--- config.mk ---
export PLATFORM = sky130hd
export DESIGN_NAME = pwm_meas
export DESIGN_NICKNAME = d
export VERILOG_FILES = /design/src/rtl/pwm_pkg.sv /design/src/rtl/pwm_duty_div.sv /design/src/rtl/pwm_meas.sv
export SDC_FILE = /design/constraint.sdc
export NUM_CORES = 1
export LEC_CHECK = 0
export BUFFER_PORTS_ARGS = -buffer_cell sky130_fd_sc_hd__buf_2
export CELL_PAD_IN_SITES_DETAIL_PLACEMENT = 1
export CELL_PAD_IN_SITES_GLOBAL_PLACEMENT = 2
export CORE_AREA = 2 2 132 134
export DETAILED_ROUTE_END_ITERATION = 10
export DIE_AREA = 0 0 134 136
export PLACE_DENSITY_LB_ADDON = 0.1
export SLEW_MARGIN = 25
export SYNTH_ARGS = -nofsm -noshare
export SYNTH_HDL_FRONTEND = slang
export SYNTH_SLANG_ARGS = --single-unit
--- constraint.sdc ---
create_clock -name clk -period 12.7 [get_ports clk]
set_input_delay 1.27 -clock clk [delete_from_list [all_inputs] [get_ports clk]]
set_output_delay 1.27 -clock clk [all_outputs]
set_load 0.02 [all_outputs]
--- src/rtl/pwm_pkg.sv ---
// Shared PWM definitions so the generator and the measurer agree on duty
// width and on the capture FSM encoding.
package pwm_pkg;

  localparam int DUTY_W    = 8;
  localparam int DIV_STEPS = 8;

  typedef enum logic [1:0] {
    SEEK,
    HIGH,
    LOW
  } cap_state_e;

endpackage

--- src/rtl/pwm_duty_div.sv ---
// Serial restoring divider: quo = floor(2^DIV_STEPS * num / den), one quotient
// bit per cycle. Requires num < den.
module pwm_duty_div
  import pwm_pkg::*;
#(
  parameter int CNT_W = 16
) (
  input  logic              clk,
  input  logic              rst_n,
  input  logic              start,
  input  logic              abort,
  input  logic [CNT_W-1:0]  num,
  input  logic [CNT_W-1:0]  den,
  output logic              busy,
  output logic              done,
  output logic [CNT_W-1:0]  num_q,
  output logic [CNT_W-1:0]  den_q,
  output logic [DUTY_W-1:0] quo
);

  localparam int STEP_W = $clog2(DIV_STEPS);
  localparam logic [STEP_W-1:0] LAST_STEP = STEP_W'(DIV_STEPS - 1);

  logic [CNT_W:0]    rem;
  logic [CNT_W:0]    rem_in;
  logic [CNT_W:0]    rem_dbl;
  logic [CNT_W:0]    rem_nxt;
  logic [CNT_W:0]    den_ext;
  logic              q_bit;
  logic [STEP_W-1:0] step_cnt;

  // The first iteration runs in the launch cycle straight from the inputs, so
  // the last quotient bit is ready in time for valid 9 cycles after rise_p.
  always_comb begin
    rem_in  = start ? {1'b0, num} : rem;
    den_ext = start ? {1'b0, den} : {1'b0, den_q};
    rem_dbl = rem_in << 1;
    q_bit   = (rem_dbl >= den_ext);
    rem_nxt = q_bit ? (rem_dbl - den_ext) : rem_dbl;
  end

  always_ff @(posedge clk or negedge rst_n) begin
    if (!rst_n) begin
      busy     <= 1'b0;
      done     <= 1'b0;
      num_q    <= '0;
      den_q    <= '0;
      quo      <= '0;
      rem      <= '0;
      step_cnt <= '0;
    end else begin
      // NOTE: non-blocking assignments here, so every register in this block
      // sees the pre-edge values of the others regardless of statement order.
      done <= 1'b0;
      if (abort) begin
        busy <= 1'b0;
      end else if (start) begin
        num_q    <= num;
        den_q    <= den;
        rem      <= rem_nxt;
        quo      <= {{(DUTY_W-1){1'b0}}, q_bit};
        step_cnt <= {{(STEP_W-1){1'b0}}, 1'b1};
        busy     <= 1'b1;
      end else if (busy) begin
        rem      <= rem_nxt;
        quo      <= {quo[DUTY_W-2:0], q_bit};
        step_cnt <= step_cnt + 1'b1;
        if (step_cnt == LAST_STEP) begin
          busy <= 1'b0;
          done <= 1'b1;
        end
      end
    end
  end

endmodule

--- src/rtl/pwm_meas.sv ---
// PWM receiver: synchronises pwm_in, measures high time and period in clk
// cycles and reports duty = floor(256*high/period) with a one-cycle valid.
module pwm_meas
  import pwm_pkg::*;
#(
  parameter int CNT_W       = 16,
  parameter int SYNC_STAGES = 2
) (
  input  logic              clk,
  input  logic              rst_n,
  input  logic              ena,
  input  logic              pwm_in,
  output logic [CNT_W-1:0]  period,
  output logic [CNT_W-1:0]  high_time,
  output logic [DUTY_W-1:0] duty,
  output logic              valid,
  output logic              signal_lost,
  output logic              overrun
);

  localparam logic [CNT_W-1:0] CNT_MAX = '1;

  logic [SYNC_STAGES-1:0] sync_q;
  logic                   pin_s;
  logic                   prev_q;
  logic                   rise_p;
  logic                   fall_p;
  logic [CNT_W-1:0]       cnt;
  logic                   cnt_sat;
  logic [CNT_W-1:0]       h_cap;
  cap_state_e             state_q;
  cap_state_e             state_d;
  logic                   timeout;
  logic                   launch_req;
  logic                   cap_h;
  logic                   div_busy;
  logic                   div_done;
  logic [CNT_W-1:0]       div_num;
  logic [CNT_W-1:0]       div_den;
  logic [DUTY_W-1:0]      div_quo;

  // Synchroniser and edge history reset high: a pin already high at reset
  // release must not look like a rising edge.
  always_ff @(posedge clk or negedge rst_n) begin
    if (!rst_n) begin
      sync_q <= '1;
      prev_q <= 1'b1;
    end else begin
      sync_q <= {sync_q[SYNC_STAGES-2:0], pwm_in};
      prev_q <= pin_s;
    end
  end

  assign pin_s   = sync_q[SYNC_STAGES-1];
  assign rise_p  = pin_s & ~prev_q;
  assign fall_p  = ~pin_s & prev_q;
  assign cnt_sat = (cnt == CNT_MAX);

  always_ff @(posedge clk or negedge rst_n) begin
    if (!rst_n)        cnt <= '0;
    else if (!ena)     cnt <= '0;
    else if (rise_p)   cnt <= {{(CNT_W-1){1'b0}}, 1'b1};
    else if (!cnt_sat) cnt <= cnt + 1'b1;
  end

  always_ff @(posedge clk or negedge rst_n) begin
    if (!rst_n) state_q <= SEEK;
    else        state_q <= state_d;
  end

  always_comb begin
    // NOTE: defaults first, so no path through the case leaves a signal
    // unassigned and no latch is inferred.
    state_d    = state_q;
    timeout    = 1'b0;
    launch_req = 1'b0;
    cap_h      = 1'b0;
    if (!ena) begin
      state_d = SEEK;
    end else begin
      case (state_q)
        SEEK: if (rise_p) state_d = HIGH;
        HIGH: begin
          if (cnt_sat) begin
            state_d = SEEK;
            timeout = 1'b1;
          end else if (fall_p) begin
            state_d = LOW;
            cap_h   = 1'b1;
          end
        end
        LOW: begin
          // A rise in the saturating cycle still closes a valid period.
          if (rise_p) begin
            state_d    = HIGH;
            launch_req = 1'b1;
          end else if (cnt_sat) begin
            state_d = SEEK;
            timeout = 1'b1;
          end
        end
        default: state_d = SEEK;
      endcase
    end
  end

  always_ff @(posedge clk or negedge rst_n) begin
    if (!rst_n)     h_cap <= '0;
    else if (cap_h) h_cap <= cnt;
  end

  pwm_duty_div #(
    .CNT_W(CNT_W)
  ) u_div (
    .clk  (clk),
    .rst_n(rst_n),
    .start(launch_req & ~div_busy),
    .abort(timeout | ~ena),
    .num  (h_cap),
    .den  (cnt),
    .busy (div_busy),
    .done (div_done),
    .num_q(div_num),
    .den_q(div_den),
    .quo  (div_quo)
  );

  always_ff @(posedge clk or negedge rst_n) begin
    if (!rst_n) begin
      period      <= '0;
      high_time   <= '0;
      duty        <= '0;
      valid       <= 1'b0;
      signal_lost <= 1'b0;
      overrun     <= 1'b0;
    end else begin
      valid   <= 1'b0;
      overrun <= 1'b0;
      if (!ena) begin
        signal_lost <= 1'b0;
      end else begin
        if (timeout) begin
          valid     <= 1'b1;
          period    <= '0;
          high_time <= '0;
          duty      <= pin_s ? '1 : '0;
        end else if (div_done) begin
          valid     <= 1'b1;
          period    <= div_den;
          high_time <= div_num;
          duty      <= div_quo;
        end
        if (rise_p)       signal_lost <= 1'b0;
        else if (timeout) signal_lost <= 1'b1;
        overrun <= launch_req & div_busy;
      end
    end
  end

endmodule

==> results of run 1 <==
[area by class of cell]
class                   instances  area [sq um]  area share
clock inverters                14           150      0.0189
clock buffers                  18           439      0.0554
flip-flops and latches        141          3530       0.445
well taps                     225           282      0.0355
multi-input cells             504          3190       0.402
repair buffers                 53           289      0.0364
inverters                      13          48.8     0.00615
[Yosys cell counts, types with 3 or more instances]
library cell,instances,area [sq um]
sky130_fd_sc_hd__nand2_1,147,552
sky130_fd_sc_hd__dfrtp_1,138,3450
sky130_fd_sc_hd__nor2_1,49,184
sky130_fd_sc_hd__o21ai_0,39,195
sky130_fd_sc_hd__a22o_1,33,289
sky130_fd_sc_hd__a21oi_1,31,155
sky130_fd_sc_hd__ha_1,23,288
sky130_fd_sc_hd__mux2i_1,20,200
sky130_fd_sc_hd__clkbuf_1,18,67.6
sky130_fd_sc_hd__nor3_1,17,85.1
sky130_fd_sc_hd__mux2_2,16,180
sky130_fd_sc_hd__inv_1,12,45.0
sky130_fd_sc_hd__o22a_1,12,105
sky130_fd_sc_hd__xnor2_1,12,105
sky130_fd_sc_hd__buf_2,11,55.1
sky130_fd_sc_hd__nand3_1,11,55.1
sky130_fd_sc_hd__nand2b_1,7,43.8
sky130_fd_sc_hd__xor2_1,7,61.3
sky130_fd_sc_hd__a31oi_1,6,37.5
sky130_fd_sc_hd__a211oi_1,5,37.5
sky130_fd_sc_hd__a221o_1,5,50.1
sky130_fd_sc_hd__o21ai_1,5,25.0
sky130_fd_sc_hd__or3_1,5,31.3
sky130_fd_sc_hd__a21o_1,4,30.0
sky130_fd_sc_hd__o31ai_1,4,30.0
sky130_fd_sc_hd__and3_1,3,18.8
sky130_fd_sc_hd__dfstp_2,3,78.8
sky130_fd_sc_hd__nand3b_1,3,22.5
sky130_fd_sc_hd__nor2b_1,3,18.8
[cell families after synthesis]
family / synth area share
fa+ha+maj: 0.0445
flops: 0.510
compound gates: 0.158
xor+xnor: 0.0240
buf+inv: 0.0306
simple gates: 0.178
mux: 0.0550
[worst max-delay path, stage by stage]
cell	delay, ns
sky130_fd_sc_hd__buf_2	0.28
sky130_fd_sc_hd__nor2b_1	0.34
sky130_fd_sc_hd__nand2_2	0.28
sky130_fd_sc_hd__buf_4	0.36
sky130_fd_sc_hd__mux2i_1	0.32
sky130_fd_sc_hd__ha_1	0.34
sky130_fd_sc_hd__a21oi_1	0.38
sky130_fd_sc_hd__o21ai_0	0.25
sky130_fd_sc_hd__o31ai_1	0.37
sky130_fd_sc_hd__a31o_2	0.30
sky130_fd_sc_hd__a21o_1	0.38
sky130_fd_sc_hd__nor3_1	0.10
sky130_fd_sc_hd__a221o_1	0.29
[sequential cells by signal, summed over array words and instances, names as in the netlist]
signal / count
cnt: 16
duty: 8
h_cap: 16
high_time: 16
overrun: 1
period: 16
prev_q: 1
signal_lost: 1
state_q: 2
sync_q: 2
u_div.busy: 1
u_div.den_q: 16
u_div.done: 1
u_div.num_q: 16
u_div.quo: 8
u_div.rem: 16
u_div.step_cnt: 3
valid: 1
[worst min-delay path by stage]
stage | startpoint | to | slack, ns | cells past startpoint
2_1_floorplan | sync_q[0]$_DFF_PN1_ | sync_q[1]$_DFF_PN1_ | 0.35 | 0
3_3_place_gp | sync_q[0]$_DFF_PN1_ | sync_q[1]$_DFF_PN1_ | 0.35 | 0
3_5_place_dp | sync_q[0]$_DFF_PN1_ | sync_q[1]$_DFF_PN1_ | 0.35 | 0
4_1_cts | sync_q[0]$_DFF_PN1_ | sync_q[1]$_DFF_PN1_ | 0.36 | 0
5_1_grt | sync_q[0]$_DFF_PN1_ | sync_q[1]$_DFF_PN1_ | 0.36 | 0
6_report | sync_q[0]$_DFF_PN1_ | sync_q[1]$_DFF_PN1_ | 0.36 | 0
[layer usage]
metal | vias up | global-route usage
li1 | 2518 | -
met1 | 2643 | 0.300
met2 | 84 | 0.372
met3 | 19 | 0.0429
met4 | 0 | 0.0680
met5 | - | 0
[power by group through the flow]
| stage | clock, mW | combinational, mW | sequential, mW |
|---|---|---|---|
| CTS | 0.504 | 0.700 | 0.549 |
| global placement | 0 | 0.683 | 0.556 |
| floorplan | 0 | 0.527 | 0.535 |
| detailed placement | 0 | 0.695 | 0.557 |
| finish | 0.493 | 0.699 | 0.549 |
| global route | 0.523 | 0.777 | 0.555 |
==> impl_metrics.prom, run 1 <==
# TYPE chip_impl_metric gauge
chip_impl_metric{name="slew-limit-headroom",unit=""} 0.430
chip_impl_metric{name="post_synth.cell_area_avg",unit="sq um"} 9.99
chip_impl_metric{name="nets",unit=""} 758
chip_impl_metric{name="netlist_area_before_placement",unit="sq um"} 6920
chip_impl_info{name="startpoint_type_of_the_worst_setup_path",value="input port"} 1
chip_impl_metric{name="cts.reportedPaths.clkPinSlew",unit="ns"} 0.06
chip_impl_metric{name="netSwitchingFraction",unit=""} 0.394
chip_impl_metric{name="post-route-min-period",unit="ns"} 5.00
chip_impl_metric{name="flow.area_growth_from_synthesis",unit="%"} 14.6
chip_impl_metric{name="number_of_cells_on_the_worst_reg_to_reg_path",unit=""} 14
chip_impl_metric{name="routed_length_on_met3",unit="um"} 581
chip_impl_metric{name="chipHeight",unit="um"} 136
chip_impl_metric{name="grt_max_degree",unit=""} 87
chip_impl_metric{name="cap_viol_max_count",unit=""} 0
chip_impl_metric{name="utilization",unit=""} 0.470
chip_impl_info{name="highest-signal-layer",value="met4"} 1
chip_impl_info{name="cp-endpoint",value="u_div.rem[3]$_DFFE_PN0P_"} 1
chip_impl_metric{name="worst-r2r-setup-slack",unit="ns"} 7.98
chip_impl_metric{name="grt_pass1_wl",unit="um"} 31100
chip_impl_metric{name="final_max_slew_viol_count",unit=""} 0
chip_impl_info{name="tritoncts",value="built"} 1
chip_impl_metric{name="core_area",unit="sq um"} 16900
chip_impl_metric{name="dpl_worst_slack",unit="ns"} 7.32
chip_impl_metric{name="drt-total-wl",unit="um"} 19600
chip_impl_metric{name="ys_async_sr_fraction",unit=""} 1.00
chip_impl_metric{name="grt_overflow_total",unit=""} 0
chip_impl_metric{name="die_w",unit="um"} 134
chip_impl_metric{name="stdcell_area",unit="sq um"} 7930
chip_impl_metric{name="final_period_utilization",unit=""} 0.394
chip_impl_metric{name="drt_drc_violations_left",unit=""} 0
chip_impl_metric{name="h_tree_level_count",unit=""} 4
chip_impl_metric{name="critical_path.max_fanout",unit=""} 36
chip_impl_metric{name="ioPinCount",unit=""} 47
chip_impl_metric{name="worst_slew_pin_slew",unit="ns"} 0.855
chip_impl_metric{name="clkPwrFrac",unit=""} 0.283
chip_impl_metric{name="drt_first_iter_violations",unit=""} 291
chip_impl_metric{name="power.net_switching",unit="uW"} 686
chip_impl_info{name="r2r-start",value="state_q[0]$_DFFE_PN0P_"} 1
chip_impl_metric{name="power.total",unit="mW"} 1.74
chip_impl_metric{name="design.die.area",unit="sq um"} 18200
chip_impl_metric{name="synth.distinct_cells",unit=""} 62
chip_impl_metric{name="layout-drive-gt1-share",unit=""} 0.166
chip_impl_metric{name="synthCells",unit=""} 693
chip_impl_info{name="min_path_type",value="reg2reg"} 1
chip_impl_metric{name="rows",unit=""} 48
chip_impl_info{name="worst_setup_path_end_kind",value="flop"} 1
chip_impl_metric{name="placement.cell_area",unit="sq um"} 7340
chip_impl_metric{name="synth-seq-area-share",unit=""} 0.510
chip_impl_metric{name="p_leak",unit="nW"} 3.99
chip_impl_info{name="mostFrequentLayoutCell",value="sky130_fd_sc_hd__nand2_1"} 1
chip_impl_info{name="regToRegEndpoint",value="u_div.rem[3]$_DFFE_PN0P_"} 1
chip_impl_metric{name="synth_nets",unit=""} 721
chip_impl_metric{name="num_vias",unit=""} 5264
chip_impl_metric{name="fin_setup_tns",unit="ns"} 0
chip_impl_metric{name="routabilityCongestion",unit=""} 0.886
chip_impl_metric{name="seqPwrFrac",unit=""} 0.315
chip_impl_metric{name="ys_seq_elements",unit=""} 141
chip_impl_metric{name="ant_nets",unit=""} 0
chip_impl_metric{name="setup_viol_count_final",unit=""} 0
chip_impl_metric{name="cell_internal_pwr",unit="mW"} 1.05
chip_impl_metric{name="fill_cells",unit=""} 1915
chip_impl_metric{name="combPwrFrac",unit=""} 0.401
chip_impl_metric{name="clock-sinks",unit=""} 141
chip_impl_info{name="worstSetupStartpoint",value="ena"} 1
chip_impl_metric{name="detailroute.wirelength.met2",unit="um"} 9510
chip_impl_metric{name="place_inst",unit=""} 936
chip_impl_metric{name="ctsLongestPathBuffers",unit=""} 2
chip_impl_metric{name="max_freq",unit="MHz"} 200
chip_impl_metric{name="wl_per_cell",unit="um"} 20.2
chip_impl_metric{name="cts_resized",unit=""} 0
chip_impl_metric{name="yosys_warnings",unit=""} 0
chip_impl_metric{name="timing.critical_path.arrival",unit="ns"} 5.29
chip_impl_metric{name="cp_data_required_time",unit="ns"} 12.99
chip_impl_info{name="layout.cells.most_common_list",value="sky130_fd_sc_hd__nand2_1 (146), sky130_fd_sc_hd__dfrtp_1 (138), sky130_fd_sc_hd__nor2_1 (47)"} 1
chip_impl_metric{name="initial_utilization",unit=""} 0.410
chip_impl_metric{name="pwr_density_cell",unit="nW/um^2"} 219
chip_impl_metric{name="first_global_vias",unit=""} 5490
chip_impl_metric{name="clock-skew-final",unit="ns"} 0.0163
chip_impl_metric{name="worstSkewPairLatency",unit="ns"} 0.43
chip_impl_info{name="ctsRootBufferMaster",value="sky130_fd_sc_hd__clkbuf_16"} 1
chip_impl_metric{name="post_layout_nonfiller_instances",unit=""} 968
chip_impl_info{name="result_of_the_run",value="finished, final reports clean"} 1
chip_impl_metric{name="post-cts-setup-buffer-count",unit=""} 0
chip_impl_metric{name="number_of_enable_type_register_cells_in_the_synthesized_netlist",unit=""} 0
chip_impl_info{name="grt_setup_unrepaired",value="false"} 1
chip_impl_metric{name="met1Wirelength",unit="um"} 9110
chip_impl_metric{name="grt_antenna_before_repair",unit=""} 0
chip_impl_metric{name="worst_case_hold_slack",unit="ns"} 0.356
chip_impl_info{name="yosys_most_used_dff",value="sky130_fd_sc_hd__dfrtp_1"} 1
chip_impl_metric{name="holdBufCountCts",unit=""} 0
chip_impl_metric{name="grtUsageTotal",unit=""} 0.225
chip_impl_metric{name="drt_pre_antenna_iters",unit=""} 5
chip_impl_metric{name="portBuffers",unit=""} 46
chip_impl_info{name="critical_path_type",value="in2reg"} 1
chip_impl_metric{name="avgViaCountPerCell",unit=""} 5.44
chip_impl_metric{name="tritoncts.num_buffers",unit=""} 17
chip_impl_metric{name="final_hold_violations",unit=""} 0
chip_impl_metric{name="antenna-diode-count",unit=""} 0
chip_impl_metric{name="vdd_drop_max",unit="mV"} 0.122
chip_impl_metric{name="hpwl",unit="um"} 14300
chip_impl_metric{name="setup_ws",unit="ns"} 7.70
Power figures use the tool's default switching activity.
==> run 2: changes to the inputs <==
--- a/config.mk
+++ b/config.mk
@@ -5,12 +5,13 @@
 export SDC_FILE = /design/constraint.sdc
 export NUM_CORES = 1
 export LEC_CHECK = 0
+export ABC_AREA = 1
 export BUFFER_PORTS_ARGS = -buffer_cell sky130_fd_sc_hd__buf_2
 export CELL_PAD_IN_SITES_DETAIL_PLACEMENT = 1
 export CELL_PAD_IN_SITES_GLOBAL_PLACEMENT = 2
-export CORE_AREA = 2 2 132 134
+export CORE_AREA = 2 2 148 150
 export DETAILED_ROUTE_END_ITERATION = 10
-export DIE_AREA = 0 0 134 136
+export DIE_AREA = 0 0 150 152
 export PLACE_DENSITY_LB_ADDON = 0.1
 export SLEW_MARGIN = 25
 export SYNTH_ARGS = -nofsm -noshare
==> constraint.sdc (replaced) <==
create_clock -name clk -period 4.3 [get_ports clk]
set_input_delay 0.43 -clock clk [delete_from_list [all_inputs] [get_ports clk]]
set_output_delay 0.43 -clock clk [all_outputs]
set_load 0.02 [all_outputs]
==> run 2 against run 1 <==
  * The run now ends with hold timing left
  * Wire length up 6.8%
  * Count of clock-buffer cells in the layout up 1
  * Clock skew down 0.0049 ns
  * Hold slack worse by 0.39 ns
  * Critical path depth up 2
  * Global-route usage down 3.1 points
  * Combinational power rose to 2.7 times the previous value
  * Sequential share of layout area down 1.4 points
  * Final cell count up 19%
  * Die area up 25%
  * Critical endpoint is now u_div.rem[10]$_DFFE_PN0P_
==> impl_metrics.prom, run 2 <==
# TYPE chip_impl_metric gauge
chip_impl_info{name="result_of_the_run",value="complete, but fails checks"} 1
chip_impl_info{name="violations",value="hold timing"} 1
chip_impl_metric{name="cts.reportedPaths.clkPinSlew",unit="ns"} 0.06
chip_impl_metric{name="final_hold_violations",unit=""} 3
chip_impl_metric{name="synth_nets",unit=""} 843
chip_impl_metric{name="grt_antenna_before_repair",unit=""} 0
chip_impl_metric{name="synth.top_cell.area_share",unit=""} 0.487
chip_impl_metric{name="synthCells",unit=""} 815
chip_impl_metric{name="placement.cell_area",unit="sq um"} 7590
chip_impl_info{name="min_path_type",value="in2async"} 1
chip_impl_metric{name="first_global_vias",unit=""} 6045
chip_impl_metric{name="ys_async_sr_fraction",unit=""} 1.00
chip_impl_metric{name="ctsLongestPathBuffers",unit=""} 2
chip_impl_metric{name="stdcell_area",unit="sq um"} 8200
chip_impl_info{name="synth.largest_area_cell",value="sky130_fd_sc_hd__dfrtp_1"} 1
chip_impl_metric{name="netlist_area_before_placement",unit="sq um"} 7080
chip_impl_metric{name="multiInputGateArea",unit="sq um"} 2990
chip_impl_metric{name="ioPinCount",unit=""} 47
chip_impl_metric{name="design.die.area",unit="sq um"} 22800
chip_impl_metric{name="worstSkewPairLatency",unit="ns"} 0.42
chip_impl_metric{name="chipHeight",unit="um"} 152
chip_impl_metric{name="cap_viol_max_count",unit=""} 0
chip_impl_info{name="ctsRootBufferMaster",value="sky130_fd_sc_hd__clkbuf_16"} 1
chip_impl_metric{name="worst_slew_pin_slew",unit="ns"} 0.739
chip_impl_metric{name="fill_cells",unit=""} 2585
chip_impl_metric{name="clock-skew-final",unit="ns"} 0.0114
chip_impl_metric{name="grtUsageTotal",unit=""} 0.194
chip_impl_metric{name="critical_path.max_fanout",unit=""} 46
chip_impl_metric{name="combPwrFrac",unit=""} 0.366
chip_impl_metric{name="final_max_slew_viol_count",unit=""} 0
chip_impl_metric{name="drt-total-wl",unit="um"} 20900
chip_impl_metric{name="cp_data_required_time",unit="ns"} 4.61
chip_impl_metric{name="tritoncts.num_buffers",unit=""} 17
chip_impl_metric{name="yosys_warnings",unit=""} 0
chip_impl_metric{name="pwr_density_cell",unit="nW/um^2"} 628
chip_impl_metric{name="fin_setup_tns",unit="ns"} 0
chip_impl_metric{name="sequential_cell_area",unit="sq um"} 3530
chip_impl_info{name="critical_path.cell_chain",value="inv_1, ha_1, nand4_1, clkinv_1, buf_12, o21ai_0, inv_1, fa_1, o21ai_0, a21oi_1, o21ai_0, xor2_1, nand2_1, nand3_1, nand2_1"} 1
chip_impl_metric{name="drt_first_iter_violations",unit=""} 284
chip_impl_metric{name="cell_internal_pwr",unit="mW"} 3.19
chip_impl_info{name="post_synth_top_cells",value="sky130_fd_sc_hd__nand2_1 (189), sky130_fd_sc_hd__dfrtp_1 (138), sky130_fd_sc_hd__inv_1 (93)"} 1
chip_impl_metric{name="seqPwrFrac",unit=""} 0.332
chip_impl_metric{name="power.net_switching",unit="mW"} 1.96
chip_impl_metric{name="clock-sinks",unit=""} 141
chip_impl_metric{name="rows",unit=""} 54
chip_impl_metric{name="initial_utilization",unit=""} 0.332
chip_impl_info{name="grt_setup_unrepaired",value="false"} 1
chip_impl_metric{name="final_period_utilization",unit=""} 0.873
chip_impl_metric{name="synth.distinct_cells",unit=""} 45
chip_impl_metric{name="drt_drc_violations_left",unit=""} 0
chip_impl_metric{name="nets",unit=""} 888
chip_impl_info{name="mostFrequentLayoutCell",value="sky130_fd_sc_hd__nand2_1"} 1
chip_impl_info{name="synth.area.top_cells",value="sky130_fd_sc_hd__dfrtp_1 (49%), sky130_fd_sc_hd__nand2_1 (10%), sky130_fd_sc_hd__inv_1 (4.9%)"} 1
chip_impl_info{name="critical_path_type",value="reg2reg"} 1
chip_impl_metric{name="avgViaCountPerCell",unit=""} 4.96
chip_impl_metric{name="slew-limit-headroom",unit=""} 0.502
chip_impl_info{name="layout.cells.most_common_list",value="sky130_fd_sc_hd__nand2_1 (189), sky130_fd_sc_hd__dfrtp_1 (138), sky130_fd_sc_hd__inv_1 (93)"} 1
chip_impl_metric{name="flow.area_growth_from_synthesis",unit="%"} 15.7
chip_impl_metric{name="worst_case_hold_slack",unit="ns"} -0.0330
chip_impl_metric{name="vdd_drop_max",unit="mV"} 0.299
chip_impl_metric{name="synth-seq-area-share",unit=""} 0.499
chip_impl_metric{name="post-route-min-period",unit="ns"} 3.75
chip_impl_metric{name="h_tree_level_count",unit=""} 4
chip_impl_metric{name="clkPwrFrac",unit=""} 0.302
chip_impl_metric{name="max_freq",unit="MHz"} 267
chip_impl_metric{name="post-cts-setup-buffer-count",unit=""} 0
chip_impl_metric{name="antenna-diode-count",unit=""} 0
chip_impl_info{name="yosys_most_used_dff",value="sky130_fd_sc_hd__dfrtp_1"} 1
chip_impl_info{name="timing.critical_path.slowest_stage_cell",value="sky130_fd_sc_hd__o21ai_0"} 1
chip_impl_metric{name="p_leak",unit="nW"} 4.18
chip_impl_metric{name="core_area",unit="sq um"} 21400
chip_impl_metric{name="hpwl",unit="um"} 15600
chip_impl_metric{name="setup_viol_count_final",unit=""} 0
chip_impl_metric{name="ys_seq_elements",unit=""} 141
chip_impl_metric{name="wl_per_cell",unit="um"} 18.2
chip_impl_metric{name="die_w",unit="um"} 150
chip_impl_metric{name="layout-drive-gt1-share",unit=""} 0.131
chip_impl_metric{name="post_synth.cell_area_avg",unit="sq um"} 8.69
chip_impl_metric{name="ant_nets",unit=""} 0
chip_impl_metric{name="timing.critical_path.slowest_cell_delay",unit="ns"} 0.62
chip_impl_metric{name="routabilityCongestion",unit=""} 0.891
chip_impl_metric{name="number_of_enable_type_register_cells_in_the_synthesized_netlist",unit=""} 0
chip_impl_info{name="synthMostInstantiatedCell",value="sky130_fd_sc_hd__nand2_1"} 1
chip_impl_metric{name="grt_max_degree",unit=""} 67
chip_impl_metric{name="utilization",unit=""} 0.384
chip_impl_metric{name="portBuffers",unit=""} 46
chip_impl_metric{name="holdBufCountCts",unit=""} 0
chip_impl_info{name="startpoint_type_of_the_worst_setup_path",value="flop"} 1
chip_impl_metric{name="netSwitchingFraction",unit=""} 0.381
chip_impl_info{name="worst_setup_path_end_kind",value="flop"} 1
chip_impl_metric{name="cts_resized",unit=""} 0
chip_impl_metric{name="num_vias",unit=""} 5704
chip_impl_metric{name="timing.critical_path.arrival",unit="ns"} 4.06
chip_impl_metric{name="grt_overflow_total",unit=""} 0
chip_impl_info{name="tritoncts",value="built"} 1
chip_impl_info{name="path_common_cell",value="sky130_fd_sc_hd__o21ai_0"} 1
chip_impl_metric{name="drt_pre_antenna_iters",unit=""} 4
chip_impl_metric{name="grt_pass1_wl",unit="um"} 34100
==> run 2: final cells by class <==
cell class                      instances  area share
Sequential cell                       141       0.431
Multi-Input combinational cell        544       0.365
Tap cell                              280      0.0427
Clock inverter                         11      0.0204
Clock buffer                           19      0.0540
Timing Repair Buffer                   58      0.0414
Inverter                               98      0.0455
==> run 2: worst max-delay path, delay by kind of cell (launching register included) <==
family,cells,cell delay [ns]
AOI/OAI and AO/OA,4,1.47
xor gates and xnor gates,1,0.18
adders and majority gates,2,0.70
buffers and inverters,4,0.53
DFF,1,0.40
and+or+nand+nor,4,0.35
==> run 2: power groups by stage <==
stage | Clock (mW) | Combinational [mW] | Sequential [mW]
floorplan | 0 | 1.39 | 1.67
global placement | 0 | 1.85 | 1.73
detailed placement | 0 | 1.90 | 1.74
CTS | 1.60 | 1.91 | 1.71
global route | 1.66 | 2.15 | 1.74
finish | 1.55 | 1.88 | 1.71
==> run 2: layer usage <==
layer | routed length [um] | vias to the layer above | global-route usage
met5 | 0 | - | 0
met4 | 243 | 0 | 0.0557
met3 | 499 | 14 | 0.0258
met2 | 9900 | 72 | 0.305
met1 | 10200 | 2837 | 0.280
li1 | - | 2781 | -
==> run 2: path summary, 6_finish.rpt <==
| path | from | end | slack (ns) | cells after the start |
|---|---|---|---|---|
| worst max-delay path | state_q[0]$_DFFE_PN0P_ | u_div.rem[10]$_DFFE_PN0P_ | 0.55 | 15 |
| worst min-delay path | rst_n | u_div.rem[13]$_DFFE_PN0P_ | -0.03 | 1 |
| worst max register to register | state_q[0]$_DFFE_PN0P_ | u_div.rem[10]$_DFFE_PN0P_ | 0.55 | 15 |
| worst min register to register | sync_q[0]$_DFF_PN1_ | sync_q[1]$_DFF_PN1_ | 0.36 | 0 |
| max in group asynchronous | rst_n | u_div.quo[3]$_DFFE_PN0P_ | 3.31 | 2 |
| min in group clk | pwm_in | sync_q[0]$_DFF_PN1_ | 0.11 | 1 |
==> run 2: through the flow <==
step | cells | setup WS (ns) | hold WS, ns | power [mW]
2_1_floorplan | 815 | 1.11 | 0.134 | 3.06
3_3_place_gp | 1121 | 0.586 | 0.353 | 3.58
3_5_place_dp | 1121 | 0.506 | 0.348 | 3.64
4_1_cts | 1151 | 0.475 | 0.0157 | 5.22
5_1_grt | 1151 | 0.143 | 0.0201 | 5.55
6_report | 1151 | 0.548 | -0.0330 | 5.15
==> run 2: kinds of logic after synthesis <==
family,share of synthesized area
muxes,0.00477
adders and majority gates,0.0434
and+or+nand+nor,0.207
DFF,0.499
AOI/OAI and AO/OA,0.153
xor gates and xnor gates,0.0136
buffers and inverters,0.0797
